===== src/rtl/arbiter_types.sv =====
// Shared types for the I/D cache-to-memory arbiter.
//   arb_state_t      : IDLE / BUSY / RESP transaction phases
//   arb_grant_t      : owner of the current transaction
//   LINE_OFFSET_BITS : byte-offset bits of a default-width cache line
//   line_offset_bits : the same value for any line width
package arbiter_types;

    typedef enum logic [1:0] {
        IDLE,
        BUSY,
        RESP
    } arb_state_t;

    typedef enum logic {
        GRANT_I,
        GRANT_D
    } arb_grant_t;

    localparam int unsigned LINE_WIDTH_DEFAULT = 256;
    localparam int unsigned LINE_OFFSET_BITS   = $clog2(LINE_WIDTH_DEFAULT / 8);

    function automatic int unsigned line_offset_bits(input int unsigned line_width);
        return $clog2(line_width / 8);
    endfunction

endpackage


===== src/rtl/cache_arbiter_reg.sv =====
// Generic enabled register with synchronous active-high clear.
//   clk, rst : clock and synchronous reset (clears q to zero)
//   en       : load enable
//   d / q    : WIDTH-bit data in / registered data out
module cache_arbiter_reg #(
    parameter int unsigned WIDTH = 1
) (
    input  logic             clk,
    input  logic             rst,
    input  logic             en,
    input  logic [WIDTH-1:0] d,
    output logic [WIDTH-1:0] q
);

    always_ff @(posedge clk) begin
        if (rst) begin
            q <= '0;
        end else if (en) begin
            q <= d;
        end
    end

endmodule


===== src/rtl/cache_arbiter.sv =====
// Round-robin arbiter merging I-cache and D-cache line traffic onto one
// line-wide L2/memory port. One transaction in flight; all outputs registered.
//   clk, rst                      : clock, synchronous active-high reset
//   i_read, i_address             : I-cache line read request (held until i_resp)
//   i_rdata, i_resp               : returned line and one-cycle completion to I-cache
//   d_read, d_write, d_address,
//   d_wdata                       : D-cache line read / writeback request (held until d_resp)
//   d_rdata, d_resp               : returned line and one-cycle completion to D-cache
//   mem_read, mem_write,
//   mem_address, mem_wdata        : downstream request, held until mem_resp
//   mem_rdata, mem_resp           : downstream read line and completion
module cache_arbiter
    import arbiter_types::*;
#(
    parameter int unsigned ADDR_WIDTH = 32,
    parameter int unsigned LINE_WIDTH = 256
) (
    input  logic                  clk,
    input  logic                  rst,
    input  logic                  i_read,
    input  logic [ADDR_WIDTH-1:0] i_address,
    output logic [LINE_WIDTH-1:0] i_rdata,
    output logic                  i_resp,
    input  logic                  d_read,
    input  logic                  d_write,
    input  logic [ADDR_WIDTH-1:0] d_address,
    input  logic [LINE_WIDTH-1:0] d_wdata,
    output logic [LINE_WIDTH-1:0] d_rdata,
    output logic                  d_resp,
    output logic                  mem_read,
    output logic                  mem_write,
    output logic [ADDR_WIDTH-1:0] mem_address,
    output logic [LINE_WIDTH-1:0] mem_wdata,
    input  logic [LINE_WIDTH-1:0] mem_rdata,
    input  logic                  mem_resp
);

    localparam int unsigned OFFSET_BITS = line_offset_bits(LINE_WIDTH);
    localparam int unsigned REQ_WIDTH   = ADDR_WIDTH + LINE_WIDTH;
    localparam logic [ADDR_WIDTH-1:0] OFFSET_MASK =
        ADDR_WIDTH'((64'd1 << OFFSET_BITS) - 64'd1);

    arb_state_t state, state_next;
    arb_grant_t grant, grant_next;
    arb_grant_t last_grant, last_grant_next;

    logic mem_read_next, mem_write_next;
    logic i_resp_next, d_resp_next;
    logic req_load, i_capture, d_capture;
    logic pend_i, pend_d, pick_d;

    logic [ADDR_WIDTH-1:0] sel_address;
    logic [ADDR_WIDTH-1:0] aligned_address;
    logic [REQ_WIDTH-1:0]  req_q;

    // Round-robin pick: D wins when alone, or on a tie when I was served last.
    assign pend_i          = i_read;
    assign pend_d          = d_read | d_write;
    assign pick_d          = pend_d && (!pend_i || (last_grant == GRANT_I));
    assign sel_address     = pick_d ? d_address : i_address;
    assign aligned_address = sel_address & ~OFFSET_MASK;

    // State and control registers
    always_ff @(posedge clk) begin
        if (rst) begin
            state      <= IDLE;
            grant      <= GRANT_I;
            last_grant <= GRANT_I;
            mem_read   <= 1'b0;
            mem_write  <= 1'b0;
            i_resp     <= 1'b0;
            d_resp     <= 1'b0;
        end else begin
            state      <= state_next;
            grant      <= grant_next;
            last_grant <= last_grant_next;
            mem_read   <= mem_read_next;
            mem_write  <= mem_write_next;
            i_resp     <= i_resp_next;
            d_resp     <= d_resp_next;
        end
    end

    // Next-state and register-update decode
    always_comb begin
        state_next      = state;
        grant_next      = grant;
        last_grant_next = last_grant;
        mem_read_next   = mem_read;
        mem_write_next  = mem_write;
        i_resp_next     = 1'b0;
        d_resp_next     = 1'b0;
        req_load        = 1'b0;
        i_capture       = 1'b0;
        d_capture       = 1'b0;

        unique case (state)
            IDLE: begin
                if (pend_i || pend_d) begin
                    grant_next      = pick_d ? GRANT_D : GRANT_I;
                    last_grant_next = pick_d ? GRANT_D : GRANT_I;
                    req_load        = 1'b1;
                    // A D writeback takes precedence over a simultaneous D read.
                    mem_write_next  = pick_d && d_write;
                    mem_read_next   = !(pick_d && d_write);
                    state_next      = BUSY;
                end
            end
            BUSY: begin
                if (mem_resp) begin
                    mem_read_next  = 1'b0;
                    mem_write_next = 1'b0;
                    i_capture      = mem_read && (grant == GRANT_I);
                    d_capture      = mem_read && (grant == GRANT_D);
                    i_resp_next    = (grant == GRANT_I);
                    d_resp_next    = (grant == GRANT_D);
                    state_next     = RESP;
                end
            end
            RESP: begin
                state_next = IDLE;
            end
            default: begin
                state_next = IDLE;
            end
        endcase
    end

    // Granted address and writeback line, held for the whole transaction
    cache_arbiter_reg #(.WIDTH(REQ_WIDTH)) u_req_reg (
        .clk (clk),
        .rst (rst),
        .en  (req_load),
        .d   ({aligned_address, d_wdata}),
        .q   (req_q)
    );

    assign mem_address = req_q[REQ_WIDTH-1 -: ADDR_WIDTH];
    assign mem_wdata   = req_q[LINE_WIDTH-1:0];

    // Returned lines, held until the next read for the same requester
    cache_arbiter_reg #(.WIDTH(LINE_WIDTH)) u_i_rdata_reg (
        .clk (clk),
        .rst (rst),
        .en  (i_capture),
        .d   (mem_rdata),
        .q   (i_rdata)
    );

    cache_arbiter_reg #(.WIDTH(LINE_WIDTH)) u_d_rdata_reg (
        .clk (clk),
        .rst (rst),
        .en  (d_capture),
        .d   (mem_rdata),
        .q   (d_rdata)
    );

endmodule


===== config.mk =====
export PLATFORM = sky130hd
export DESIGN_NAME = cache_arbiter
export DESIGN_NICKNAME = d
export VERILOG_FILES = /design/src/rtl/arbiter_types.sv /design/src/rtl/cache_arbiter_reg.sv /design/src/rtl/cache_arbiter.sv
export SDC_FILE = /design/constraint.sdc
export NUM_CORES = 2
export LEC_CHECK = 0
export ABC_AREA = 1
export BUFFER_PORTS_ARGS = -buffer_cell sky130_fd_sc_hd__buf_2
export CORE_AREA = 4 4 537 539
export CTS_CLUSTER_DIAMETER = 200
export DETAILED_ROUTE_END_ITERATION = 10
export DIE_AREA = 0 0 541 543
export PLACE_DENSITY = 0.3
export SYNTH_ARGS = -nofsm -noshare
export SYNTH_HDL_FRONTEND = slang
export SYNTH_SLANG_ARGS = --single-unit

===== constraint.sdc =====
create_clock -name clk -period 3.8 [get_ports clk]
set_clock_uncertainty 0.15 [all_clocks]
set_input_delay 0.19 -clock clk [delete_from_list [all_inputs] [get_ports clk]]
set_output_delay 0.19 -clock clk [all_outputs]
set_load 0.01 [all_outputs]

# Yosys cells after proc, flatten, opt, wreduce, memory -nomap -nowiden
# Index checks and enable logic that the tools add are counted.
totals:
  register_bits: 802
  inputBits: 582
  output_inout_bits: 804
classes:
  n_eq_ne: 3
  muxes: 16
  bitwise: 4
  reduce_logical: 14
op_table:
  columns: ["operator", "count"]
  rows:
  - ["$mux 32", 1]
  - ["$mux 1", 10]
  - ["$logic_and 1x1->1", 4]
  - ["$mux 2", 2]
  - ["$ne 2x2->1 const B", 2]
  - ["$pmux 1 s2", 2]
  - ["$pmux 2 s2", 1]
  - ["$reduce_and 2->1", 2]
  - ["$not 1->1", 3]
  - ["$reduce_and 3->1", 1]
  - ["$reduce_or 3->1", 1]
  - ["$eq 2x1->1 const B", 1]
  - ["$logic_not 1->1", 2]
  - ["$logic_not 2->1", 1]
  - ["$logic_or 1x1->1", 2]
  - ["$reduce_bool 2->1", 1]
  - ["$or 1x1->1", 1]

# Logic depth before layout (Yosys ltp)
logic_depth:
  word_depth: 7
  depth_mapped: 9

# Hierarchy
# A second synthesis with hierarchy kept.
hier_totals:
  hier_cells: 5195
  area_unflattened_um2: 34241.6
by_module_without_submodules:
  columns: ["module", "n_inst", "cells_each", "area_per_inst_um2", "seq_area_each_um2"]
  rows:
  - ["cache_arbiter_reg at u_d_rdata_reg ...", 2, 1622, 10725.3, 5124.9]
  - ["cache_arbiter_reg at u_req_reg", 1, 1824, 12011.5, 5765.5]
  - ["cache_arbiter", 1, 127, 779.5, 140.1]

# Least setup slack after synthesis
# Ideal clock, no wire load.
synth_path:
  kind: "register -> register"
  from: "register mem_read"
  to: "register u_d_rdata_reg.q[115]"
  setup_ps: 116
  t_arrival_ps: 1174
  path_slack_ps: 2361
  stages_incl_launch_ff: 8
  path_buffers: 2
  cell_sequence: "dfxtp_1 nand2_2 nor2_4 nand2_4 buf_2 clkbuf_1 o21ai_0 nor2_1"
synth_via:
  elab_chain_cells: 3
synth_rtl:
  columns: ["item", "line", "source"]
  rows:
  - ["start: declaration", "cache_arbiter.sv:30", "output logic mem_read,"]
  - ["start signal: assignment", "cache_arbiter.sv:77", "mem_read <= mem_read_next;"]
  - ["$logic_and 1x1->1", "cache_arbiter.sv:114", "d_capture = mem_read && (grant == GRANT_D);"]
  - ["$mux 1", "cache_arbiter.sv:110", "if (mem_resp) begin"]
  - ["$mux 1", "cache_arbiter.sv:97", "unique case (state)"]
  - ["end signal: assignment", "cache_arbiter_reg.sv:17", "q <= '0;"]
  - ["end signal: assignment", "cache_arbiter_reg.sv:19", "q <= d;"]
  - ["end: declaration", "cache_arbiter_reg.sv:12", "output logic [WIDTH-1:0] q"]
# Every way passes these cells.
# A chain may end at the register's enable or synchronous reset.

# Final worst setup path
layout_path:
  from: "register state[0]"
  to: "register u_req_reg.q[280]"
layout_via:
  elab_chain_cells: 2
layout_rtl:
  columns: ["item", "line", "source"]
  rows:
  - ["start: declaration", "cache_arbiter.sv:43", "arb_state_t state, state_next;"]
  - ["start signal: assignment", "cache_arbiter.sv:74", "state <= state_next;"]
  - ["$logic_not 2->1", "cache_arbiter.sv:97", null]
  - ["$mux 1", "cache_arbiter.sv:97", null]
  - ["end signal: assignment", "cache_arbiter_reg.sv:17", null]
  - ["end signal: assignment", "cache_arbiter_reg.sv:19", null]
  - ["end: declaration", "cache_arbiter_reg.sv:12", null]
# Every way passes these cells.

==> summary.md <==
| Metric | Value |
|---|---|
| TritonCTS clock tree | done |
| Post-route design area | 51800 um^2 |
| Setup TNS | 0 ns |
| Worst r2r src | state[0] |
| Core area | 284000 um^2 |
| Placed instance count | 8607 |
| # DRC | 0 |
| Achievable frequency | 314 MHz |
| Area of the multi-input gates | 10900 um^2 |
| Yosys Warn Count | 0 |
| Via density | 3.51 |
| RSZ-0062 raised after global routing | false |
| First-pass GRT wire length | 277000 um |
| Area post-placement | 39600 um^2 |
| Nets | 6388 |
| Worst Hold Launch | mem_rdata[252] |
| Maximum VDD drop | 388 uV |
| IO Count | 1386 |
| Post-DRT Antenna Nets | 0 |
| Root buffer cell | clkbuf_16 |
| Critical path class | flip-flop to flip-flop |
| Flip-flop and latch count after synthesis | 802 |
| Gr usage total | 13.2% |
| Starting Density | 10.1% |
| Port Buffer Count | 1370 |
| Wire per inst | 21.0 um |
| TritonRoute pass-1 iters | 5 |
| Adder-cell share of the synthesized area | 0% |
| Xor and xnor area share after synthesis | 0% |
| Status | finished, final reports clean |
| Fin cells | 9685 |
| Final hold vios | 0 |
| # rows | 196 |
| Clk slew on worst S/H paths | 0.06 ns |
| GR Util met1 | 16.6% |
| # clock sinks | 802 |
| Avg Synthesized Cell Area | 7.76 um^2 |
| Part of the cycle the worst path needs | 83.8% |
| MaxCap Viol Count | 0 |
| Fill cells | 32400 |
| Mapped cell area | 28700 um^2 |
| GRT overflow | 0 |
| Worst Hold Class | input pin to flip-flop |
| Worst Tran Pin Value | 1.20 ns |
| Via count of the first global-routing pass | 33900 |
| Compound-gate portion of the synthesized area | 13.5% |
| Layout cells sized above 1 | 27.7% |
| Seq/Total Area, Yosys | 56.0% |
| Die height | 543 um |
| Largest family of logic cells by synthesized area | simple AND/OR/NAND/NOR gates |
| DRT iter0 DRCs | 2069 |
| Post-synthesis mux area share | 0% |
| Die Width | 541 um |
| Clk_lat worst skew | 0.79 ns |
| Clk buf depth | 4 |
| Synth top area share | 56.0% |
| Simple-Gate Fraction of Synth Area | 24.2% |
| CP Data Required Time | 4.34 ns |
| Worst Path Max Fanout | 82 |
| # setup viols final | 0 |
| Post-CTS Setup Inserts | 0 |
| Worst setup path start | state[0] |
| Power Density | 455 nW/um^2 |
| Register Area | 16100 um^2 |
| Distinct cell type count after synthesis | 22 |
| Initial antenna violation count | 133 |
| Commonest cells after routing, fill and taps aside | buf_2, nor2_1, dlygate4sd3_1 |
| Cts bufs inserted | 110 |
| WL final | 203000 um |
| Worst Setup Start Kind | flip-flop |
| Die ar. | 294000 um^2 |
| Leak | 23.3 nW |
| Final Max Slew Viols | 0 |
| Period minus WS final | 3.18 ns |
| Relative slew slack | 20.1% |
| Arr. time, crit path | 3.72 ns |
| Largest net degree at the start of global routing | 136 |
| DP HPWL | 157000 um |
| Worst setup EP type | flip-flop |
| Total vias in the final route | 34000 |
| Yosys top cell by area | dfxtp_1 |
| Commonest non-fill, non-tap cell in the layout | buf_2 |
| Met3 Resource Use GR | 5.23% |
| Hold Slack | 0.0811 ns |
| GR Util met2 | 20.7% |
| Area growth from synthesis to layout | 80.8% |
| H-Tree Depth | 3 |
| GR peak layer | met2 |
| Top cells by area, synth | dfxtp_1, nor2_1, o21ai_0, nor3_1, clkbuf_1 |
| Gpl congestion | 0.878 |
| Cell count after synthesis | 3692 |
-- state kept, by name (all words and copies together), names as in the netlist --
register	count
u_req_reg.q	283
u_d_rdata_reg.q	256
u_i_rdata_reg.q	256
state	2
d_resp	1
i_resp	1
last_grant	1
mem_read	1
mem_write	1
-- Yosys cell counts (all sizes together) --
cell type / count
o21ai: 768
nand3: 4
a21oi: 5
nor3: 258
dfxtp: 802
clkbuf: 157
inv: 66
nand2: 123
conb: 1
nor2: 1365
buf: 143
-- cells by family (layout without fill, tap and decap cells) --
family	count (synthesis)	after routing
buffers and inverters	366	2562
other	1	36
AOI/OAI and AO/OA	773	773
DFF	802	802
and+or+nand+nor	1750	1750
-- path summary, 6_finish.rpt --
check	end	slack, ns	depth (start not counted)
worst max register to register	u_req_reg.q[280]	0.62	10
worst min-delay path	u_i_rdata_reg.q[252]	0.08	4
worst max-delay path	u_req_reg.q[280]	0.62	10
worst min register to register	u_req_reg.q[9]	0.32	2
-- metal layers --
metal | vias up | routed length, um
met5 | - | 310
met4 | 52 | 5990
met3 | 320 | 20300
met2 | 1430 | 88800
met1 | 16000 | 88000
li1 | 16200 | -
-- critical path, stage by stage (launching register included) --
cell,delay [ns]
dfxtp_1,0.37
inv_1,0.08
nand2_1,0.12
a21oi_4,0.21
buf_12,0.24
buf_12,0.34
nand2_1,0.10
nor2_1,0.11
dlygate4sd3_1,0.57
nor2_1,0.04
dlygate4sd3_1,0.55
-- cell type report --
| class | instances | area share, % |
|---|---|---|
| diodes | 31 | 0.150 |
| clock buffers | 164 | 6.19 |
| clock inverters | 34 | 0.790 |
| inverters | 66 | 0.507 |
| multi-input cells | 2528 | 21.0 |
| flip-flops and latches | 802 | 31.0 |
| well taps | 3762 | 9.09 |
| repair buffers | 2298 | 31.3 |
-- through the flow --
stage | total power [W] | utilization (%) | worst slack [ns]
6_report | 0.0236 | 18.2 | 0.616
5_1_grt | 0.0248 | 18.2 | 0.404
4_1_cts | 0.0242 | 18.2 | 0.627
3_5_place_dp | 0.0125 | 14.0 | 1.02
3_3_place_gp | 0.0125 | 14.0 | 0.975
2_1_floorplan | 0.0107 | - | 2.36
-- what timing repair did --
action / CTS / global route
gates resized for setup: 0 / 0
hold buffers: 849 / 0
hold endpoints to repair: 802 / 0
-- power breakdown --
part / total [W] / switching, W / leakage, nW / internal (W)
logic: 0.00391 / 0.00230 / 15.0 / 0.00161
registers: 0.00915 / 0.000252 / 6.55 / 0.00889
clock network: 0.0105 / 0.00431 / 1.78 / 0.00623
(Power assumes the default switching activity.)
